### config.mk
export PLATFORM = sky130hd
export DESIGN_NAME = start_btn_debounce
export DESIGN_NICKNAME = d
export VERILOG_FILES = /design/src/rtl/start_btn_debounce.sv
export SDC_FILE = /design/constraint.sdc
export NUM_CORES = 1
export LEC_CHECK = 0
export BUFFER_PORTS_ARGS = -buffer_cell sky130_fd_sc_hd__buf_2
export CAP_MARGIN = 20
export CORE_UTILIZATION = 53
export DETAILED_ROUTE_END_ITERATION = 16
export PLACE_DENSITY = 0.73
export SYNTH_ARGS = -nofsm -noshare
export SYNTH_HDL_FRONTEND = slang
export SYNTH_SLANG_ARGS = --single-unit
### constraint.sdc
create_clock -name clk -period 1.5 [get_ports clk]
set_input_delay 0.075 -clock clk [delete_from_list [all_inputs] [get_ports clk]]
set_output_delay 0.075 -clock clk [all_outputs]
set_load 0.02 [all_outputs]
### src/rtl/start_btn_debounce.sv
// Start push-button conditioner: synchroniser, bounce filter, level output and press/release strobes.
// Optional long-hold strobe is built only when LONG_PRESS_EN is defined.
module start_btn_debounce #(
    parameter int SYNC_STAGES     = 2,
    parameter int DEBOUNCE_CYCLES = 1000000,
    parameter bit ACTIVE_HIGH     = 1'b1,
    parameter int LONG_CYCLES     = 200000000
) (
    input  logic clk,
    input  logic rst,
    input  logic btn_raw,
    output logic btn_level,
    output logic press_pulse,
    output logic release_pulse,
    output logic long_press
);

    localparam int               CNT_W    = $clog2(DEBOUNCE_CYCLES + 1);
    localparam logic [CNT_W-1:0] CNT_MAX  = CNT_W'(DEBOUNCE_CYCLES);
    localparam logic [CNT_W-1:0] CNT_ONE  = CNT_W'(1);
    localparam logic             IDLE_RAW = ~ACTIVE_HIGH;

    localparam logic [1:0] IDLE    = 2'd0;
    localparam logic [1:0] WAIT_HI = 2'd1;
    localparam logic [1:0] HELD    = 2'd2;
    localparam logic [1:0] WAIT_LO = 2'd3;

    logic [SYNC_STAGES-1:0] sync;
    logic                   s;
    logic [1:0]             state;
    logic [CNT_W-1:0]       cnt;

    // Sync flops reset to the raw not-pressed value so no false press follows reset.
    always_ff @(posedge clk or negedge rst) begin
        if (!rst) begin
            sync <= {SYNC_STAGES{IDLE_RAW}};
        end else begin
            sync <= {sync[SYNC_STAGES-2:0], btn_raw};
        end
    end

    assign s = sync[SYNC_STAGES-1] ^ IDLE_RAW;

    always_ff @(posedge clk or negedge rst) begin
        if (!rst) begin
            state         <= IDLE;
            cnt           <= '0;
            btn_level     <= 1'b0;
            press_pulse   <= 1'b0;
            release_pulse <= 1'b0;
        end else begin
            press_pulse   <= 1'b0;
            release_pulse <= 1'b0;
            case (state)
                IDLE: begin
                    if (s) begin
                        state <= WAIT_HI;
                        cnt   <= CNT_ONE;
                    end else begin
                        cnt <= '0;
                    end
                end
                WAIT_HI: begin
                    if (!s) begin
                        state <= IDLE;
                        cnt   <= '0;
                    end else if (cnt == CNT_MAX) begin
                        state       <= HELD;
                        cnt         <= '0;
                        btn_level   <= 1'b1;
                        press_pulse <= 1'b1;
                    end else begin
                        cnt <= cnt + CNT_ONE;
                    end
                end
                HELD: begin
                    if (!s) begin
                        state <= WAIT_LO;
                        cnt   <= CNT_ONE;
                    end
                end
                WAIT_LO: begin
                    // A return to pressed before the count completes is a glitch; level stays high.
                    if (s) begin
                        state <= HELD;
                        cnt   <= '0;
                    end else if (cnt == CNT_MAX) begin
                        state         <= IDLE;
                        cnt           <= '0;
                        btn_level     <= 1'b0;
                        release_pulse <= 1'b1;
                    end else begin
                        cnt <= cnt + CNT_ONE;
                    end
                end
                default: begin
                    state <= IDLE;
                    cnt   <= '0;
                end
            endcase
        end
    end

`ifdef LONG_PRESS_EN
    localparam int                LONG_W   = $clog2(LONG_CYCLES + 1);
    localparam logic [LONG_W-1:0] LONG_MAX = LONG_W'(LONG_CYCLES);
    localparam logic [LONG_W-1:0] LONG_ONE = LONG_W'(1);

    logic [LONG_W-1:0] long_cnt;

    // Counts only while staying in HELD; any exit clears it so a glitch restarts the hold.
    always_ff @(posedge clk or negedge rst) begin
        if (!rst) begin
            long_cnt   <= '0;
            long_press <= 1'b0;
        end else begin
            long_press <= 1'b0;
            if (state == HELD && s) begin
                if (long_cnt != LONG_MAX) begin
                    long_cnt   <= long_cnt + LONG_ONE;
                    long_press <= ((long_cnt + LONG_ONE) == LONG_MAX);
                end
            end else begin
                long_cnt <= '0;
            end
        end
    end
`else
    assign long_press = 1'b0;
`endif

endmodule

Yosys cells after proc, flatten, opt, wreduce, memory -nomap -nowiden
Index checks and enable logic that the tools add are counted.

Register bits: 27. Bits of input ports: 3. Logic and storage cells: 46.

Add/sub/neg operators: 1. Reduce and logical (&&, ||, !) cells: 4. Equality and inequality tests: 12. Muxes and demuxes: 23.

Operator list (count): 20-bit two-way mux (4); 20-bit one-hot mux with 4 select lines (1); 20-bit by 1-bit adder with 20-bit output, second input constant (1); 20-bit == test, second input constant (1); 2-bit two-way mux (6); 2-bit != test, second input constant (6); 1-bit two-way mux (10); 2-bit one-hot mux with 4 select lines (1); 3-bit != test, second input constant (2); 5-bit AND reduction (1); 2-bit == test, second input constant (2); 4-bit AND reduction (1); 2-bit by 1-bit == test with 1-bit output, second input constant (1); 2-bit logical NOT (1); 1-bit one-hot mux with 2 select lines (1); 2-bit nonzero test (1).

Depth between registers and ports, before layout
Depth in word-level cells: 4. Depth in mapped cells: 8. Mapped depth without buffers: 7.

Least setup slack after synthesis
Ideal clock, no wire load.

Kind: reg-to-reg. Start point: reg cnt[0]. End point: reg cnt[19]. Stages on the path, launching flop included: 9. Period minus slack after synthesis: 1.599 ns. Setup slack: -0.099 ns. Data required time: 1.418 ns. Arrival: 1.517 ns. Cell sequence: dfrtp_1 inv_1 ha_1 nor4bb_1 and3_1 a21oi_4 buf_4 a21oi_1 o22ai_1.

Longest elaborated chain between the ends: 4. Elaborated cells between the ends (all ways): 6. Classes of those cells: add/sub (1); eq/ne (1); mux (4).

RTL lines: from (decl) (RTL line 31) `logic [CNT_W-1:0] cnt;`; from (signal assigned) (RTL line 73) `cnt <= cnt + CNT_ONE;`; from (signal assigned) (RTL line 93) `cnt <= cnt + CNT_ONE;`; 20-bit by 1-bit adder with 20-bit output or 20-bit == test (tied branches); 20-bit two-way mux (*) (RTL line 67, 87); 20-bit two-way mux (on tied branches) (RTL line 84, 64); 20-bit one-hot mux with 4 select lines (*) (RTL line 54) `case (state)`.

Every way passes the cells marked *; elsewhere a longest branch is shown, timed or not. A chain may end at the register's enable or synchronous reset.

Final worst setup path
Start point: reg cnt[11]. End point: reg cnt[12].

Same word-level chain as after synthesis.

==> impl_metrics.ini <==
[outcome]
status = finished, violations left
failed_checks = negative setup slack

[global_routing]
track_usage_pct = 28.8
grt_pass1_vias = 1311
grt_pass1_wl_um = 5830
antenna_found_initial = 0
grt_start_max_net_pins = 28
gr-total-overflow = 0

[cells_and_area]
drive_above_1_share_pct = 44.1
nNetsFinal = 201
multi_input_area_sq_um = 841
diodes = 0
final.fill_count = 163
seqCellArea_sq_um = 677
postLayoutCoreUtil_pct = 79.0
area_delta_synth_final_pct = 38.6

[synth]
synthCells = 149
synth_xor_area_share_pct = 4.87
synth_compound_area_share_pct = 15.6
synth_fa_ha_area_share_pct = 1.74
synth_top_area_share_pct = 47.0
synth_top_family_by_area = simple AND/OR/NAND/NOR gates
async_flop_share_pct = 100
synthMuxAreaShare_pct = 0
synth-seq-area-share_pct = 47.0
ys_top_cells_by_count = dfrtp_1, nand2_1, nor2_1
yosys.cell_types.count = 35
ys_ff_latch = 27
yosys-top-cells-area = dfrtp_1, a31oi_1, nand2_1
yosys.area.top_type = dfrtp_1
synth_flop_cell = dfrtp_1
syn_area_sq_mm = 0.00144
yosysMostFrequentCell = dfrtp_1
yosysWarnings = 0
yosys.area_share.simple_pct = 25.2
postSynthAreaPerCell_sq_um = 9.65
synth_edf_count = 0
synth_fp_nets = 154

[clock_network]
clk-insertion-delay-late_ns = 0.33
cts_tree = done
root_buffer = clkbuf_4
numCtsBuffers = 3
clock-sinks = 27
cts_buffer_depth = 2
cts_max_level = 1
clk_pin_slew_ns = 0.15

[sta]
max_freq_ghz = 0.583
rsz0062_at_grt = yes
setup_ws_ns = -0.216
fin_crit_ns = 1.72
drv_slew = 0
hold_viol = 0
slew_headroom_pct = 59.7
tns_ns = -2.93
setup-violations-final = 23
fin_skew_ns = 0.0115
timing.final.crit_share_pct = 114
worstMarginPinSlew_ns = 0.605

[floorplanning]
die_h_um = 54.1
io_pins = 7
die_w_um = 54.1
start_util_pct = 57.0
core_area_sq_mm = 0.00252
die_area_sq_mm = 0.00292
rows = 18

[detailed_routing]
drt_pass1_iterations = 4
drt-total-wl_um = 3600
drc = 0
wl_met1_um = 1570
wl_met2_um = 1920
highest_layer = met4
drt-initial-drc-count = 57
detail-route-antenna-nets = 0
via_per_inst = 5.88
drt-wirelength-per-cell_um = 16.0
wl_met3_um = 88
vias = 1323

[place]
io_buffers = 5
place.gp.congestion = 0.823
dp_hpwl_um = 2390

[worst_setup_path]
crit_fanout = 6
reg2regPathDepth = 6
cp-startpoint = cnt[11]
worst_setup_path_end_kind = flip-flop
timing_worst_setup_path_type = flip-flop to flip-flop
crit_required_ns = 1.73
cp.arrival_ns = 1.94
r2r_slack_ns = -0.22
r2r-end = cnt[12]
r2r-start = cnt[11]
crit_path_start_kind = flip-flop

[power_and_ir_drop]
leakage_nw = 0.942
ir_drop_uv = 599
power_density_mw_per_mm2 = 627

[hold_path]
min-delay-path-class = input port to async pin

[job]
drv_cap = 0
[registers in the layout, summed over array words and instances, names as in the netlist, named ones only]
register / count
btn_level: 1
cnt: 20
press_pulse: 1
release_pulse: 1
state: 1
sync: 2
[layout make-up]
class                           instances  area share, %
Timing Repair Buffer                   51           19.6
Clock inverter                          1          0.251
Clock buffer                            3           1.13
Inverter                                5          0.942
Tap cell                               30           1.88
Multi-Input combinational cell        108           42.2
Sequential cell                        27           34.0
[cells by family (layout without fill, tap and decap cells)]
kind of cell | after synthesis | after routing
xor gates and xnor gates | 8 | 8
DFF | 27 | 27
adders and majority gates | 2 | 2
buffers and inverters | 14 | 60
and+or+nand+nor | 64 | 64
AOI/OAI and AO/OA | 33 | 33
other | 1 | 1
[worst max path at each step]
stage | to | slack, ns
after floorplan | cnt[3] | -0.09
after global placement | cnt[0] | -0.18
after detailed placement | cnt[0] | -0.26
after CTS | cnt[12] | -0.25
after global routing | cnt[12] | -0.27
final | cnt[12] | -0.22
[report_power, final]
part / internal (mW) / switching (mW)
Combinational: 0.0821 / 0.0893
Sequential: 0.745 / 0.0122
Clock: 0.100 / 0.220
[worst max-delay path, stage by stage, from the launching register on]
cell     delay, ns
dfrtp_1       0.44
nor4_1        0.34
and3_4        0.27
a21oi_4       0.08
buf_6         0.14
a21o_1        0.15
a22o_1        0.21
[routing by layer]
metal  vias to the layer above  global-route usage [%]
li1                        631                       -
met1                       664                    35.6
met2                        24                    51.0
met3                         4                    3.95
met4                         0                    9.83
met5                         -                       0
[stage by stage]
stage	total power, mW	setup WS, ns	instance area, sq um	cells	hold slack (ns)
floorplan	0.838	-0.0882	1460	149	-0.221
global placement	0.895	-0.176	1740	213	0.117
detailed placement	0.902	-0.260	1740	213	0.121
CTS	1.25	-0.253	1930	225	0.280
global route	1.30	-0.266	1990	225	0.348
finish	1.25	-0.216	1990	225	0.260
[timing repair]
| item | in CTS | in global routing |
|---|---|---|
| gates resized for setup | 26 | 14 |
| hold buffers | 2 | 0 |
| setup endpoints to repair | 24 | 25 |
| setup buffers | 8 | 2 |
| pin swaps | 8 | 7 |
| hold endpoints to repair | 28 | 0 |
[layout by cell type (no fill, tap or decap), types with 2 or more instances in the layout]
| master | count |
|---|---|
| and3_4 | 4 |
| ha_4 | 2 |
| a31oi_1 | 9 |
| inv_1 | 3 |
| nor2_2 | 2 |
| nor2_1 | 9 |
| nand2b_1 | 3 |
| buf_2 | 5 |
| nand3_2 | 2 |
| a22o_1 | 5 |
| and3_1 | 3 |
| buf_6 | 4 |
| o21ai_0 | 2 |
| xor2_1 | 6 |
| o21ai_1 | 2 |
| buf_4 | 40 |
| xnor2_1 | 2 |
| nand3b_1 | 2 |
| inv_2 | 2 |
| a21o_1 | 3 |
| and4_4 | 3 |
| a21oi_2 | 6 |
| dfrtp_1 | 26 |
| clkbuf_4 | 3 |
| dlygate4sd3_1 | 2 |
| nand4_1 | 6 |
| nand2_1 | 14 |
| nor3_1 | 2 |
| nand3_1 | 3 |
Power figures use the tool's default switching activity.
